### src/rtl/gate_response_checker_misr_compactor.sv
// Multiple-input signature register: shift-left with polynomial feedback, XOR in one word per enable.
module misr_compactor #(
  parameter int               SIG_W = 8,
  parameter logic [SIG_W-1:0] POLY  = 8'h1D
) (
  input  logic             CLK,
  input  logic             RST,
  input  logic             clr,
  input  logic             en,
  input  logic [SIG_W-1:0] din,
  output logic [SIG_W-1:0] sig
);
  logic [SIG_W-1:0] sig_q, sig_d;

  always_comb begin
    sig_d = sig_q;
    if (clr) begin
      sig_d = '0;
    end else if (en) begin
      sig_d = {sig_q[SIG_W-2:0], 1'b0} ^ (sig_q[SIG_W-1] ? POLY : '0) ^ din;
    end
  end

  always_ff @(posedge CLK) begin
    if (RST) sig_q <= '0;
    else     sig_q <= sig_d;
  end

  assign sig = sig_q;
endmodule

### config.mk
export PLATFORM = sky130hd
export DESIGN_NAME = misr_compactor
export DESIGN_NICKNAME = d
export VERILOG_FILES = /design/src/rtl/gate_response_checker_misr_compactor.sv
export SDC_FILE = /design/constraint.sdc
export NUM_CORES = 1
export LEC_CHECK = 0
export ABC_AREA = 1
export CAP_MARGIN = 20
export CORE_MARGIN = 5
export CORE_UTILIZATION = 32
export CTS_BUF_LIST = sky130_fd_sc_hd__clkbuf_8
export DETAILED_ROUTE_END_ITERATION = 7
export PLACE_DENSITY = 0.63
export SETUP_SLACK_MARGIN = 0.1
export SYNTH_ARGS = -nofsm -noshare
export SYNTH_HDL_FRONTEND = slang
export SYNTH_SLANG_ARGS = --single-unit
### constraint.sdc
create_clock -name CLK -period 0.9 [get_ports CLK]
set_input_delay 0.18 -clock CLK [delete_from_list [all_inputs] [get_ports CLK]]
set_output_delay 0.18 -clock CLK [all_outputs]
set_load 0.05 [all_outputs]
==> results of run 1 <==
==> cell type report <==
| type | instances | area (sq um) | area share |
|---|---|---|---|
| multi-input cells | 44 | 249.0 | 0.2700 |
| clock buffers | 3 | 41.29 | 0.04478 |
| repair buffers | 29 | 356.6 | 0.3867 |
| inverters | 16 | 65.06 | 0.07056 |
| flip-flops and latches | 8 | 187.7 | 0.2035 |
| well taps | 15 | 18.77 | 0.02035 |
| clock inverters | 1 | 3.754 | 0.004071 |
==> layout by cell type, fill, tap and decap left out, drive strengths merged, types with 5 or more instances in the layout <==
cell type,synthesis,routed
dlygate4sd2,0,6
dfxtp,8,8
nand3,6,6
buf,2,18
xor2,5,5
inv,16,17
nand2,15,15
clkdlybuf4s50,0,5
o21ai,5,5
nor2,8,8
==> Yosys cell counts <==
cell / count / area (sq um)
sky130_fd_sc_hd__nand3_1: 6 / 30.03
sky130_fd_sc_hd__buf_2: 1 / 5.000
sky130_fd_sc_hd__or2_1: 1 / 6.260
sky130_fd_sc_hd__buf_6: 1 / 11.26
sky130_fd_sc_hd__inv_2: 2 / 7.510
sky130_fd_sc_hd__o21ai_1: 5 / 25.02
sky130_fd_sc_hd__inv_1: 14 / 52.55
sky130_fd_sc_hd__dfxtp_1: 8 / 160.2
sky130_fd_sc_hd__a21oi_2: 4 / 35.03
sky130_fd_sc_hd__nand2_1: 15 / 56.30
sky130_fd_sc_hd__nor2_1: 8 / 30.03
sky130_fd_sc_hd__xor2_1: 5 / 43.79
==> through the flow <==
stage                     utilization  hold slack [ns]
after floorplan                     -           0.4027
after global placement         0.5891           0.5695
after detailed placement       0.5891           0.5851
after CTS                      0.6679           0.4693
after global routing           0.6914           0.5081
final                          0.6914           0.4747
==> power breakdown <==
| group | total (mW) | switching, mW | internal [mW] | leakage, nW |
|---|---|---|---|---|
| logic | 0.316 | 0.148 | 0.168 | 0.380 |
| registers | 0.387 | 0.0240 | 0.363 | 0.0709 |
| clock network | 0.448 | 0.151 | 0.296 | 0.0269 |
==> final timing paths <==
path           from      to  depth (start not counted)
max          sig[7]  sig[7]                          1
min             RST  sig[3]                          5
max reg2reg  sig[7]  sig[0]                          4
min reg2reg  sig[7]  sig[7]                          4
==> layer usage <==
layer / global-route usage / wire (um) / vias to the layer above
met5: 0 / 0 / -
met4: 0.1290 / 41 / 0
met3: 0.03008 / 115 / 4
met2: 0.1530 / 452 / 20
met1: 0.1567 / 486 / 210
li1: - / - / 270
==> cell families (layout without fill, tap and decap cells) <==
group / after synthesis / after routing
buf+inv: 18 / 49
simple gates: 30 / 30
flops: 8 / 8
xor+xnor: 5 / 5
compound gates: 9 / 9
==> what timing repair did <==
item,CTS,global route
buffers inserted,8,0
gates resized for setup,9,7
endpoints found under the setup margin,16,16
pin swaps,9,7
hold endpoints to repair,0,0
==> impl_metrics.prom, run 1 <==
# TYPE chip_impl_metric gauge
chip_impl_info{name="run_status",value="finished with violations"} 1
chip_impl_info{name="violations",value="negative setup slack"} 1
chip_impl_metric{name="post-route-period-util",unit=""} 1.059
chip_impl_metric{name="die_footprint",unit="sq mm"} 0.002307
chip_impl_metric{name="avgRoutedWirePerCell",unit="um"} 9.440
chip_impl_metric{name="crit_buf_inv",unit=""} 1
chip_impl_metric{name="finalSetupTns",unit="ns"} -0.08417
chip_impl_info{name="path_class",value="reg -> out"} 1
chip_impl_metric{name="drtAntennaViolNets",unit=""} 0
chip_impl_metric{name="cts_made_buffers",unit=""} 3
chip_impl_metric{name="flip_flop_count_of_the_largest_register_all_copies_and_words_added",unit=""} 8
chip_impl_metric{name="timing.final.crit_period",unit="ns"} 0.9529
chip_impl_metric{name="grt_max_degree",unit=""} 10
chip_impl_metric{name="total_power",unit="mW"} 1.151
chip_impl_metric{name="worstSkewPairLatency",unit="ns"} 0.23
chip_impl_metric{name="post-dp-hpwl",unit="um"} 816.2
chip_impl_metric{name="dp_cells",unit=""} 104
chip_impl_metric{name="htreeDepth",unit=""} 1
chip_impl_metric{name="worst-endpoint-arrival",unit="ns"} 0.77
chip_impl_metric{name="max_freq",unit="GHz"} 1.049
chip_impl_metric{name="yosys.area_share.simple",unit=""} 0.2649
chip_impl_info{name="min-delay-path-class",value="in -> reg"} 1
chip_impl_metric{name="layoutNonFillerInstCount",unit=""} 116
chip_impl_metric{name="grt_pass1_vias",unit=""} 427
chip_impl_metric{name="avg_inst_size_synth",unit="sq um"} 6.613
chip_impl_metric{name="final_max_slew_viol_count",unit=""} 0
chip_impl_metric{name="p_per_area",unit="mW/mm^2"} 1248
chip_impl_info{name="crit_slowest_cell",value="sky130_fd_sc_hd__dfxtp_4"} 1
chip_impl_metric{name="crit_required",unit="ns"} 0.72
chip_impl_metric{name="relative_slew_margins",unit=""} 0.8827
chip_impl_metric{name="tightest_pin_transition",unit="ns"} 0.1757
chip_impl_metric{name="track_usage",unit=""} 0.1216
chip_impl_metric{name="slack_of_the_critical_path",unit="ns"} -0.05287
chip_impl_metric{name="dp_slack",unit="ns"} -0.3584
chip_impl_metric{name="filler_cell_count",unit=""} 114
chip_impl_metric{name="routed_wl",unit="um"} 1095
chip_impl_info{name="cts-root-buf",value="sky130_fd_sc_hd__clkbuf_8"} 1
chip_impl_info{name="unrepaired_setup_endpoints_after_global_routing",value="true"} 1
chip_impl_info{name="cell_family_contributing_the_most_delay_on_the_critical_path",value="flip-flops"} 1
chip_impl_metric{name="clk_pin_slew",unit="ns"} 0.04
chip_impl_metric{name="post_route_drc",unit=""} 0
chip_impl_metric{name="clock-skew-final",unit="ns"} 0.0007023
chip_impl_metric{name="post_route_cells_drive_above_1_share",unit=""} 0.4059
chip_impl_info{name="clock_tree_from_tritoncts",value="built"} 1
chip_impl_metric{name="synth_adder_area_share",unit=""} 0
chip_impl_metric{name="compound_gate_fraction_of_synth_area",unit=""} 0.1297
chip_impl_info{name="setup.worst_path.end_class",value="output pin"} 1
chip_impl_metric{name="number_of_nets_produced_by_synthesis",unit=""} 82
chip_impl_metric{name="flow.area_growth_from_synthesis",unit="%"} 99.19
chip_impl_metric{name="multiplexer_fraction_of_the_synthesized_cell_area",unit=""} 0
chip_impl_metric{name="num_vias",unit=""} 504
chip_impl_metric{name="total_leakage_power",unit="nW"} 0.4774
chip_impl_metric{name="num_rows",unit=""} 13
chip_impl_metric{name="ios",unit=""} 20
chip_impl_metric{name="place_congestion",unit=""} 0.7230
chip_impl_metric{name="drt-initial-drc-count",unit=""} 10
chip_impl_metric{name="grt_first_pass_wirelength",unit="um"} 1821
chip_impl_info{name="synth_top_family_by_area",value="simple AND/OR/NAND/NOR gates"} 1
chip_impl_metric{name="clock_sinks",unit=""} 8
chip_impl_metric{name="vdd.ir_drop.worst",unit="mV"} 0.7853
chip_impl_metric{name="synth-xor-area-share",unit=""} 0.09459
chip_impl_metric{name="ys_types",unit=""} 12
chip_impl_metric{name="route.detailed.vias_per_inst",unit=""} 4.345
chip_impl_metric{name="die_width",unit="um"} 48.04
chip_impl_metric{name="cts-root-to-sink-buffers",unit=""} 2
chip_impl_metric{name="initial_utilization",unit=""} 0.3471
chip_impl_metric{name="final_design_area_excluding_fillers",unit="sq um"} 922.1
chip_impl_metric{name="cap_viol_max_count",unit=""} 0
chip_impl_metric{name="finalHoldViolCount",unit=""} 0
chip_impl_metric{name="worst_stage_delay_on_the_critical_path",unit="ns"} 0.40
chip_impl_metric{name="synth-seq-cells",unit=""} 8
chip_impl_metric{name="drt_pre_antenna_iters",unit=""} 4
chip_impl_metric{name="initial_antenna_violation_count",unit=""} 0
chip_impl_metric{name="io_buffer_count",unit=""} 19
chip_impl_metric{name="yosys_warnings",unit=""} 0
chip_impl_metric{name="grt_overflow_total",unit=""} 0
chip_impl_metric{name="placedInstanceArea",unit="sq um"} 785.8
chip_impl_metric{name="cts_hold_repair.buffers",unit=""} 0
chip_impl_metric{name="fp.dieH",unit="um"} 48.04
chip_impl_metric{name="core",unit="sq mm"} 0.001334
chip_impl_metric{name="setup_viol_count_final",unit=""} 7
chip_impl_metric{name="setup.reg_to_reg.worst_slack",unit="ns"} -0.01
chip_impl_info{name="crit_chain",value="buf_12"} 1
chip_impl_metric{name="final_net_count",unit=""} 114
chip_impl_info{name="worstSetupStartpointType",value="register"} 1
chip_impl_metric{name="syn_area",unit="sq um"} 462.9
chip_impl_metric{name="critical_path.max_fanout",unit=""} 6
chip_impl_metric{name="syn_inst_count",unit=""} 70
chip_impl_metric{name="antenna_cells_inserted",unit=""} 0
chip_impl_metric{name="synth_sequential_area_ratio",unit=""} 0.3459
(Power assumes the default switching activity.)
==> run 2: changes to the inputs <==
- TNS_END_PERCENT: not set -> 100
==> results of run 2 <==
Final layout, timing and power as in run 1 (identical DEF).
==> run 3: changes to the inputs <==
- PLACE_DENSITY: 0.63 -> 0.66
- clock period: 0.9 -> 0.8 ns (I/O delays scaled with it)
==> run 3 against run 2 <==
  * The run still ends with negative setup slack left
  * Register-to-register slack lost 0.14 ns
  * Die area stayed put
  * Flip-flop and latch count unchanged
  * Clock skew about the same
==> impl_metrics.prom, run 3 (synthesized netlist as in run 1, its figures left out) <==
# TYPE chip_impl_metric gauge
chip_impl_info{name="run_status",value="finished with violations"} 1
chip_impl_info{name="violations",value="negative setup slack"} 1
chip_impl_info{name="cts-root-buf",value="sky130_fd_sc_hd__clkbuf_8"} 1
chip_impl_metric{name="ios",unit=""} 20
chip_impl_metric{name="num_vias",unit=""} 515
chip_impl_metric{name="crit_buf_inv",unit=""} 2
chip_impl_info{name="setup.worst_path.end_class",value="output pin"} 1
chip_impl_info{name="min-delay-path-class",value="in -> reg"} 1
chip_impl_metric{name="seqCellArea",unit="sq um"} 190.2
chip_impl_metric{name="io_buffer_count",unit=""} 19
chip_impl_metric{name="placedInstanceArea",unit="sq um"} 815.8
chip_impl_metric{name="htreeDepth",unit=""} 1
chip_impl_info{name="cell_family_contributing_the_most_delay_on_the_critical_path",value="flip-flops"} 1
chip_impl_metric{name="final_design_area_excluding_fillers",unit="sq um"} 902.1
chip_impl_info{name="holdCritStartpoint",value="en"} 1
chip_impl_metric{name="cts-root-to-sink-buffers",unit=""} 2
chip_impl_metric{name="routed_wl",unit="um"} 1266
chip_impl_metric{name="clock-skew-final",unit="ns"} 0.0009297
chip_impl_metric{name="drt-initial-drc-count",unit=""} 3
chip_impl_metric{name="final_max_slew_viol_count",unit=""} 0
chip_impl_info{name="worstReg2RegEnd",value="sig[2]"} 1
chip_impl_metric{name="total_leakage_power",unit="nW"} 0.4690
chip_impl_metric{name="vdd.ir_drop.worst",unit="mV"} 1.196
chip_impl_metric{name="dp_cells",unit=""} 108
chip_impl_metric{name="clk_pin_slew",unit="ns"} 0.04
chip_impl_metric{name="filler_cell_count",unit=""} 117
chip_impl_metric{name="grt_first_pass_wirelength",unit="um"} 1980
chip_impl_metric{name="post-dp-hpwl",unit="um"} 933.1
chip_impl_metric{name="post_route_cells_drive_above_1_share",unit=""} 0.4400
chip_impl_metric{name="route.detailed.vias_per_inst",unit=""} 4.478
chip_impl_metric{name="timing.final.crit_period",unit="ns"} 0.9783
chip_impl_metric{name="grt_overflow_total",unit=""} 0
chip_impl_metric{name="p_per_area",unit="mW/mm^2"} 1427
chip_impl_metric{name="dp_slack",unit="ns"} -0.4839
chip_impl_metric{name="finalSetupTns",unit="ns"} -1.464
chip_impl_metric{name="max_freq",unit="GHz"} 1.022
chip_impl_metric{name="fp.dieH",unit="um"} 48.04
chip_impl_metric{name="cap_viol_max_count",unit=""} 0
chip_impl_info{name="final_common_cell",value="sky130_fd_sc_hd__inv_1"} 1
chip_impl_info{name="critical_path.reg2reg.startpoint",value="sig[7]"} 1
chip_impl_info{name="crit_slowest_cell",value="sky130_fd_sc_hd__dfxtp_4"} 1
chip_impl_metric{name="worst_stage_delay_on_the_critical_path",unit="ns"} 0.34
chip_impl_metric{name="clock_sinks",unit=""} 8
chip_impl_metric{name="initial_utilization",unit=""} 0.3471
chip_impl_metric{name="timing.hold.worst_path_depth",unit=""} 5
chip_impl_metric{name="antenna_cells_inserted",unit=""} 0
chip_impl_metric{name="place_congestion",unit=""} 0.7486
chip_impl_info{name="hold-path-endpoint",value="sig[4]"} 1
chip_impl_metric{name="finalHoldViolCount",unit=""} 0
chip_impl_metric{name="post_route_drc",unit=""} 0
chip_impl_metric{name="setup_viol_count_final",unit=""} 13
chip_impl_metric{name="crit_required",unit="ns"} 0.64
chip_impl_metric{name="core",unit="sq mm"} 0.001334
chip_impl_metric{name="multi_input_comb_area",unit="sq um"} 246.5
chip_impl_metric{name="post-route-period-util",unit=""} 1.223
chip_impl_metric{name="drt_pre_antenna_iters",unit=""} 2
chip_impl_metric{name="relative_slew_margins",unit=""} 0.8745
chip_impl_metric{name="drtAntennaViolNets",unit=""} 0
chip_impl_metric{name="layoutNonFillerInstCount",unit=""} 115
chip_impl_info{name="clock_tree_from_tritoncts",value="built"} 1
chip_impl_metric{name="avgRoutedWirePerCell",unit="um"} 11.01
chip_impl_info{name="worstSetupStartpointType",value="register"} 1
chip_impl_metric{name="initial_antenna_violation_count",unit=""} 0
chip_impl_metric{name="grt_pass1_vias",unit=""} 497
chip_impl_metric{name="num_rows",unit=""} 13
chip_impl_metric{name="grt_max_degree",unit=""} 10
chip_impl_metric{name="die_footprint",unit="sq mm"} 0.002307
chip_impl_info{name="most-common-layout-cells",value="sky130_fd_sc_hd__inv_1, sky130_fd_sc_hd__nand2_1, sky130_fd_sc_hd__buf_12, sky130_fd_sc_hd__dfxtp_4, sky130_fd_sc_hd__nor2_1"} 1
chip_impl_metric{name="critical_path.max_fanout",unit=""} 3
chip_impl_metric{name="die_width",unit="um"} 48.04
chip_impl_metric{name="flow.area_growth_from_synthesis",unit="%"} 94.86
chip_impl_metric{name="track_usage",unit=""} 0.1291
chip_impl_metric{name="final_core_utilization",unit=""} 0.6764
chip_impl_metric{name="slack_of_the_critical_path",unit="ns"} -0.1783
chip_impl_metric{name="cts_made_buffers",unit=""} 3
chip_impl_metric{name="worst-endpoint-arrival",unit="ns"} 0.82
chip_impl_metric{name="worstRegToRegCells",unit=""} 7
chip_impl_info{name="unrepaired_setup_endpoints_after_global_routing",value="true"} 1
chip_impl_info{name="path_class",value="reg -> out"} 1
chip_impl_metric{name="tightest_pin_transition",unit="ns"} 0.1880
chip_impl_metric{name="final_net_count",unit=""} 113
chip_impl_metric{name="setup.reg_to_reg.worst_slack",unit="ns"} -0.15
chip_impl_info{name="crit_chain",value="buf_6 -> buf_12"} 1
chip_impl_metric{name="worstSkewPairLatency",unit="ns"} 0.23
chip_impl_metric{name="flip_flop_count_of_the_largest_register_all_copies_and_words_added",unit=""} 8
[run 3: metrics by stage]
stage | hold WS (ns) | total power [mW]
final | 0.3254 | 1.288
after global routing | 0.3538 | 1.358
after CTS | 0.3838 | 1.306
after detailed placement | 0.5983 | 0.7816
after global placement | 0.5856 | 0.7766
after floorplan | 0.3827 | 0.6053
[run 3: worst min-delay path: stages]
cell and delay (ns):
sky130_fd_sc_hd__clkbuf_2 0.12, sky130_fd_sc_hd__nor2_1 0.11, sky130_fd_sc_hd__nor2_1 0.05, sky130_fd_sc_hd__nand2_1 0.05, sky130_fd_sc_hd__inv_1 0.03
[run 3: area by class of cell]
type | instances | area share
inverters | 16 | 0.07212
well taps | 15 | 0.02080
flip-flops and latches | 8 | 0.2108
repair buffers | 28 | 0.3731
clock inverters | 1 | 0.004161
multi-input cells | 44 | 0.2732
clock buffers | 3 | 0.04577
[run 3: worst max-delay path by stage]
stage / endpoint / cells after the start / start
4_1_cts: sig[7] / 2 / sig[7]
2_1_floorplan: sig[4] / 7 / sig[7]
3_5_place_dp: sig[7] / 5 / clr
5_1_grt: sig[7] / 2 / sig[7]
3_3_place_gp: sig[0] / 5 / clr
6_report: sig[7] / 2 / sig[7]
[run 3: what timing repair did]
action / 4_1_cts / 5_1_grt
resized for setup: 15 / 5
setup buffers: 3 / 0
pin swaps: 5 / 3
hold buffers: 0 / 0
cloned: 0 / 0
setup endpoints to repair: 16 / 16
[run 3: power breakdown]
| group | leakage, nW | internal [mW] | switching, mW |
|---|---|---|---|
| clock network | 0.0269 | 0.333 | 0.166 |
| registers | 0.0712 | 0.406 | 0.0246 |
| logic | 0.371 | 0.181 | 0.176 |
[run 3: per-layer routing]
metal / vias up / wire [um] / GRT usage
met5: - / 0 / 0
li1: 270 / - / -
met2: 13 / 654 / 0.2190
met4: 0 / 11 / 0.06452
met3: 2 / 91 / 0.05639
met1: 230 / 509 / 0.1344
